===== config.mk =====
export PLATFORM = sky130hd
export DESIGN_NAME = serial_sub
export DESIGN_NICKNAME = d
export VERILOG_FILES = /design/src/rtl/serial_sub.sv
export SDC_FILE = /design/constraint.sdc
export NUM_CORES = 1
export LEC_CHECK = 0
export CAP_MARGIN = 20
export CORE_ASPECT_RATIO = 2
export CORE_MARGIN = 2
export CORE_UTILIZATION = 45
export DETAILED_ROUTE_END_ITERATION = 7
export GPL_ROUTABILITY_DRIVEN = 1
export HOLD_SLACK_MARGIN = 0.06
export PLACE_DENSITY_LB_ADDON = 0.2
export SETUP_SLACK_MARGIN = 0.2
export SYNTH_ARGS = -nofsm -noshare
export SYNTH_HDL_FRONTEND = slang
export SYNTH_SLANG_ARGS = --single-unit

===== constraint.sdc =====
create_clock -name clk -period 1.9 [get_ports clk]
set_input_delay 0.285 -clock clk [delete_from_list [all_inputs] [get_ports clk]]
set_output_delay 0.285 -clock clk [all_outputs]
set_load 0.02 [all_outputs]

===== src/rtl/serial_sub.sv =====
// Bit-serial unsigned subtractor: a - b computed LSB first as a + ~b + 1
// through one full-adder cell with a registered carry.
//
// state | meaning
// IDLE  | waiting for start; outputs hold the last result
// RUN   | one difference bit per clock, N clocks total
module serial_sub #(
  parameter int N = 8
) (
  input  logic         clk,
  input  logic         reset_n,
  input  logic         start,
  input  logic [N-1:0] a,
  input  logic [N-1:0] b,
  output logic         busy,
  output logic         done,
  output logic [N-1:0] diff,
  output logic         bo
);

  localparam int CW = (N > 1) ? $clog2(N) : 1;
  localparam logic [CW-1:0] LAST = CW'(N - 1);

  typedef enum logic [0:0] {
    IDLE = 1'b0,
    RUN  = 1'b1
  } state_t;

  state_t        state_q, state_d;
  logic [N-1:0]  a_sh_q, a_sh_d;
  logic [N-1:0]  b_sh_q, b_sh_d;
  logic [N-1:0]  r_sh_q, r_sh_d;
  logic [CW-1:0] cnt_q, cnt_d;
  logic          c_q, c_d;
  logic          busy_q, busy_d;
  logic          done_q, done_d;
  logic [N-1:0]  diff_q, diff_d;
  logic          bo_q, bo_d;

  logic          fa_a, fa_b, fa_s, fa_co;
  logic [N-1:0]  r_nxt;

  // Full-adder cell fed with the inverted subtrahend bit
  always_comb begin
    fa_a  = a_sh_q[0];
    fa_b  = ~b_sh_q[0];
    fa_s  = fa_a ^ fa_b ^ c_q;
    fa_co = (fa_a & fa_b) | (fa_a & c_q) | (fa_b & c_q);
    r_nxt = r_sh_q >> 1;
    r_nxt[N-1] = fa_s;
  end

  always_comb begin
    state_d = state_q;
    a_sh_d  = a_sh_q;
    b_sh_d  = b_sh_q;
    r_sh_d  = r_sh_q;
    cnt_d   = cnt_q;
    c_d     = c_q;
    diff_d  = diff_q;
    bo_d    = bo_q;
    done_d  = 1'b0;
    case (state_q)
      IDLE: begin
        if (start) begin
          a_sh_d  = a;
          b_sh_d  = b;
          c_d     = 1'b1;
          cnt_d   = '0;
          state_d = RUN;
        end
      end
      RUN: begin
        r_sh_d = r_nxt;
        a_sh_d = a_sh_q >> 1;
        b_sh_d = b_sh_q >> 1;
        c_d    = fa_co;
        if (cnt_q == LAST) begin
          // Counter is parked at zero instead of wrapping past N-1
          cnt_d   = '0;
          diff_d  = r_nxt;
          bo_d    = ~fa_co;
          done_d  = 1'b1;
          state_d = IDLE;
        end else begin
          cnt_d = cnt_q + 1'b1;
        end
      end
      default: state_d = IDLE;
    endcase
    busy_d = (state_d == RUN);
  end

  always_ff @(posedge clk) begin
    if (!reset_n) begin
      state_q <= IDLE;
      a_sh_q  <= '0;
      b_sh_q  <= '0;
      r_sh_q  <= '0;
      cnt_q   <= '0;
      c_q     <= 1'b0;
      busy_q  <= 1'b0;
      done_q  <= 1'b0;
      diff_q  <= '0;
      bo_q    <= 1'b0;
    end else begin
      state_q <= state_d;
      a_sh_q  <= a_sh_d;
      b_sh_q  <= b_sh_d;
      r_sh_q  <= r_sh_d;
      cnt_q   <= cnt_d;
      c_q     <= c_d;
      busy_q  <= busy_d;
      done_q  <= done_d;
      diff_q  <= diff_d;
      bo_q    <= bo_d;
    end
  end

  assign busy = busy_q;
  assign done = done_q;
  assign diff = diff_q;
  assign bo   = bo_q;

endmodule


# After elaboration in Yosys (flattened, before gate mapping)
# Index checks and enable logic that the tools add are counted.
[op_classes] bitwise=10 n_mux=13 reduce_logical=2 addsub=1 eq_ne=2
[op_table] operator="8-bit one-hot mux with 2 select lines" count=2
[op_table] operator="8-bit 2-to-1 mux" count=2
[op_table] operator="3-bit 2-to-1 mux" count=2
[op_table] operator="3-bit one-hot mux with 2 select lines" count=1
[op_table] operator="1-bit 2-to-1 mux" count=4
[op_table] operator="1-bit one-hot mux with 2 select lines" count=2
[op_table] operator="2-bit AND reduction" count=2
[op_table] operator="3-bit by 1-bit adder with 3-bit output (second input constant)" count=1
[op_table] operator="1-bit bitwise AND" count=3
[op_table] operator="3-bit equality test (second input constant)" count=1
[op_table] operator="1-bit NOT" count=3
[op_table] operator="2-bit != test (second input constant)" count=1
[op_table] operator="1-bit bitwise OR" count=2
[op_table] operator="1-bit bitwise XOR" count=2
[word_totals] output_inout_bits=11 inputBits=19 ff_bits=39

# Logic depth before layout (Yosys ltp)
[logic_depth] depth_word=5 ltp_mapped=6 ltp_nobuf=4

# Least setup slack after synthesis
# No wires, ideal clock.
[synth_timing] path_type="reg2reg" from="reg cnt_q[0]" to="reg bo_q (netlist: bo)" slack_ns=0.597 period_less_slack_ns=1.303 path_stages_with_launch=7 arrival_time_ns=1.212 n_path_buf=2 t_required_ns=1.809 path_cell_list="dfxtp_1 -> ha_1 -> ha_1 -> buf_4 -> buf_2 -> a21oi_1 -> a311oi_1"
[synth_via] elab_chain_cells=2
[synth_lines] element="start: declaration" line="33" source="logic [CW-1:0] cnt_q, cnt_d;"
[synth_lines] element="start signal: assignment" line="111" source="cnt_q <= cnt_d;"
[synth_lines] element="3-bit equality test" line="78" source="if (cnt_q == LAST) begin"
[synth_lines] element="2-bit AND reduction (no source line)"
[synth_lines] element="end signal: assignment" line="116" source="bo_q <= bo_d;"
[synth_lines] element="end: declaration" line="38" source="logic bo_q, bo_d;"
# Every way passes these cells.
# A chain may end at the register's enable or synchronous reset.

# Worst setup path in the final report
[layout_timing] from="reg bo_q (netlist: bo)" to="out bo"
[layout_lines] element="end: declaration" line="18" source="output logic bo"
# No word-level cell between the ends.

==> flow_metrics.tcl <==
set metrics [dict create \
    vias_per_cell 5.10 \
    dr_total_vias 1218 \
    die_x_um 46.7 \
    synth_top_family_by_area "compound AO/OA/AOI/OAI gates" \
    cts_tree "yes" \
    num_antenna_cells 0 \
    ctsResizeCount 0 \
    worstMarginPinSlew_ns 0.432 \
    grt_pass1_wl_mm 5.20 \
    synth.cell_area_sq_um 1640 \
    stdcell_count 239 \
    row_count 31 \
    final_common_cell "dfxtp_1" \
    synth_top_area_share_pct 46.3 \
    drcViolationCount 0 \
    cts_buffers 5 \
    ys_warn_count 0 \
    grt_max_degree 28 \
    syn_avg_cell_area_sq_um 10.2 \
    dieArea_sq_um 4180 \
    critPathMaxStageDelay_ns 0.60 \
    synth-compound-area-share_pct 15.8 \
    antenna_found_initial 0 \
    dr.pass1.iters 4 \
    hold_class "reg2reg" \
    syn_to_final_growth_pct 24.8 \
    maxCapViolations 0 \
    ant_nets 0 \
    crit_arrival_ns 1.24 \
    start_util_pct 46.1 \
    rsz0062_at_grt "false" \
    port-buffer-count 29 \
    clk_latency_ns 0.29 \
    hpwl_mm 2.13 \
    slew_headroom_pct 71.2 \
    core_region_area_sq_um 3570 \
    final_nets 213 \
    fin_worst_skew_ns 0.00423 \
    start_kind "register" \
    cp_max_fo 2 \
    track_usage_pct 17.1 \
    postSynthCellCount 161 \
    required_ns 1.62 \
    io_pins 30 \
    final_cell_mix "dfxtp_1 (38), clkdlybuf4s50_1 (29), mux2i_1 (23)" \
    gp_congestion 0.758 \
    status "completed" \
    clkTransAtPathRegs_ns 0.08 \
    p_leak_nw 0.812 \
    synthMuxAreaShare_pct 14.0 \
    crit_chain "clkdlybuf4s50_1" \
    crit_slowest_cell "clkdlybuf4s50_1" \
    fin_util_pct 57.5 \
    die_y_um 89.5 \
    cp_top_family "buffers and inverters" \
    final-hold-violation-count 0 \
    wl_mm 3.05 \
    final.period_utilization_pct 80.1 \
    setup_ws_ns 0.378 \
    dpl_worst_slack_ns 0.350 \
    ys_seq_area_share_pct 46.3 \
    cp-end-kind "output pin" \
    tns_ns 0 \
    synthDistinctLibCells 23 \
    synthTopCellsByArea "dfxtp_1 (46%), mux2i_1 (14%), a211oi_1 (6.4%), nor2b_1 (5.7%), a21bo_2 (4.9%)" \
    drt_iter0_drc 12 \
    post_cts_buffers 0 \
    drive_above_1_share_pct 11.6 \
    post-place-cells 232 \
    cts_buffer_depth 2 \
    critical_path_class "reg2out" \
    ir_drop_v 0.000526 \
    grt_pass1_vias 1223 \
    clock.fmax_ghz 0.657 \
    final-max-slew-violation-count 0 \
    wl_per_cell_um 12.8 \
    synth_xor_area_share_pct 0 \
    synth_fa_ha_area_share_pct 3.50 \
    overflow 0 \
    syn-num-nets 184 \
    clockRootBuffer "clkbuf_8" \
    synth_top_area_cell "dfxtp_1" \
    critPathBufInv 1 \
    cts_hold_buf 0 \
    setup_violations 0 \
    cts_sinks 38 \
    ys_ff_latch 38 \
    layout_min_cycle_time_ns 1.52 \
    synth-simple-area-share_pct 14.9 \
    power_density_nw_per_um2 780 \
    cts-htree-levels 2 \
]
final timing paths:
| path | startpoint | end | slack, ns | cells past startpoint |
|---|---|---|---|---|
| max | bo | bo | 0.38 | 1 |
| min | r_sh_q[1] | diff[0] | 0.47 | 2 |
| max reg2reg | cnt_q[0] | diff[7] | 0.53 | 5 |
| min reg2reg | r_sh_q[1] | diff[0] | 0.47 | 2 |
sequential cells by signal (all words and copies together), names as in the netlist:
register  flops
done          1
b_sh_q        8
bo            1
cnt_q         3
a_sh_q        8
busy          1
r_sh_q        7
c_q           1
diff          8
report_power, final:
part | total [mW] | switching [mW] | internal (mW)
sequential | 0.861 | 0.0237 | 0.838
clock | 0.530 | 0.284 | 0.246
combinational | 0.208 | 0.0984 | 0.110
total | 1.60 | 0.406 | 1.19
kinds of logic (layout without fill, tap and decap cells):
family,count (synthesis),in the layout
and+or+nand+nor,44,44
DFF,38,38
AOI/OAI and AO/OA,36,36
muxes,23,23
buffers and inverters,16,45
adders and majority gates,4,4
synth_stat cells:
cell and count:
nor2_1 9, inv_1 2, nand2_1 2, nor2b_1 15, and3_1 1, or3b_1 3, clkinv_1 1, a311oi_1 1
fa_1 1, or3b_2 1, buf_2 4, nand3_1 8, nand2b_1 3, mux2i_1 23, buf_4 3, buf_6 2
a211oi_1 14, ha_1 3, clkbuf_1 4, dfxtp_1 38, a21bo_2 8, nor3_1 2, a21oi_1 13
tightest hold or removal path: stages, from the launching register on:
cell and delay, ns:
dfxtp_1 0.32, nand3_1 0.06, a21oi_1 0.05
cell type report:
| cell class | instances | area (sq um) |
|---|---|---|
| multi-input combinational | 107 | 792 |
| tap | 49 | 61.3 |
| sequential | 38 | 761 |
| inverter | 3 | 11.3 |
| clock inverter | 2 | 10.0 |
| clock buffer | 5 | 68.8 |
| timing repair buffer | 35 | 348 |
| fill | 326 | 1520 |
stage by stage:
step	area, sq um	power, mW	hold WS (ns)
4_1_cts	2050	1.61	0.477
2_1_floorplan	1640	1.02	0.432
3_5_place_dp	1970	1.09	0.467
6_report	2050	1.60	0.474
3_3_place_gp	1970	1.08	0.454
5_1_grt	2050	1.67	0.507
layer usage:
layer | global-route usage [%] | wire length [um] | vias to the layer above
li1 | - | - | 617
met1 | 18.5 | 1300 | 562
met2 | 28.4 | 1550 | 29
met3 | 3.23 | 102 | 10
met4 | 11.6 | 98 | 0
met5 | 0 | 0 | -
Note: power is estimated with default switching activity, not from simulation.
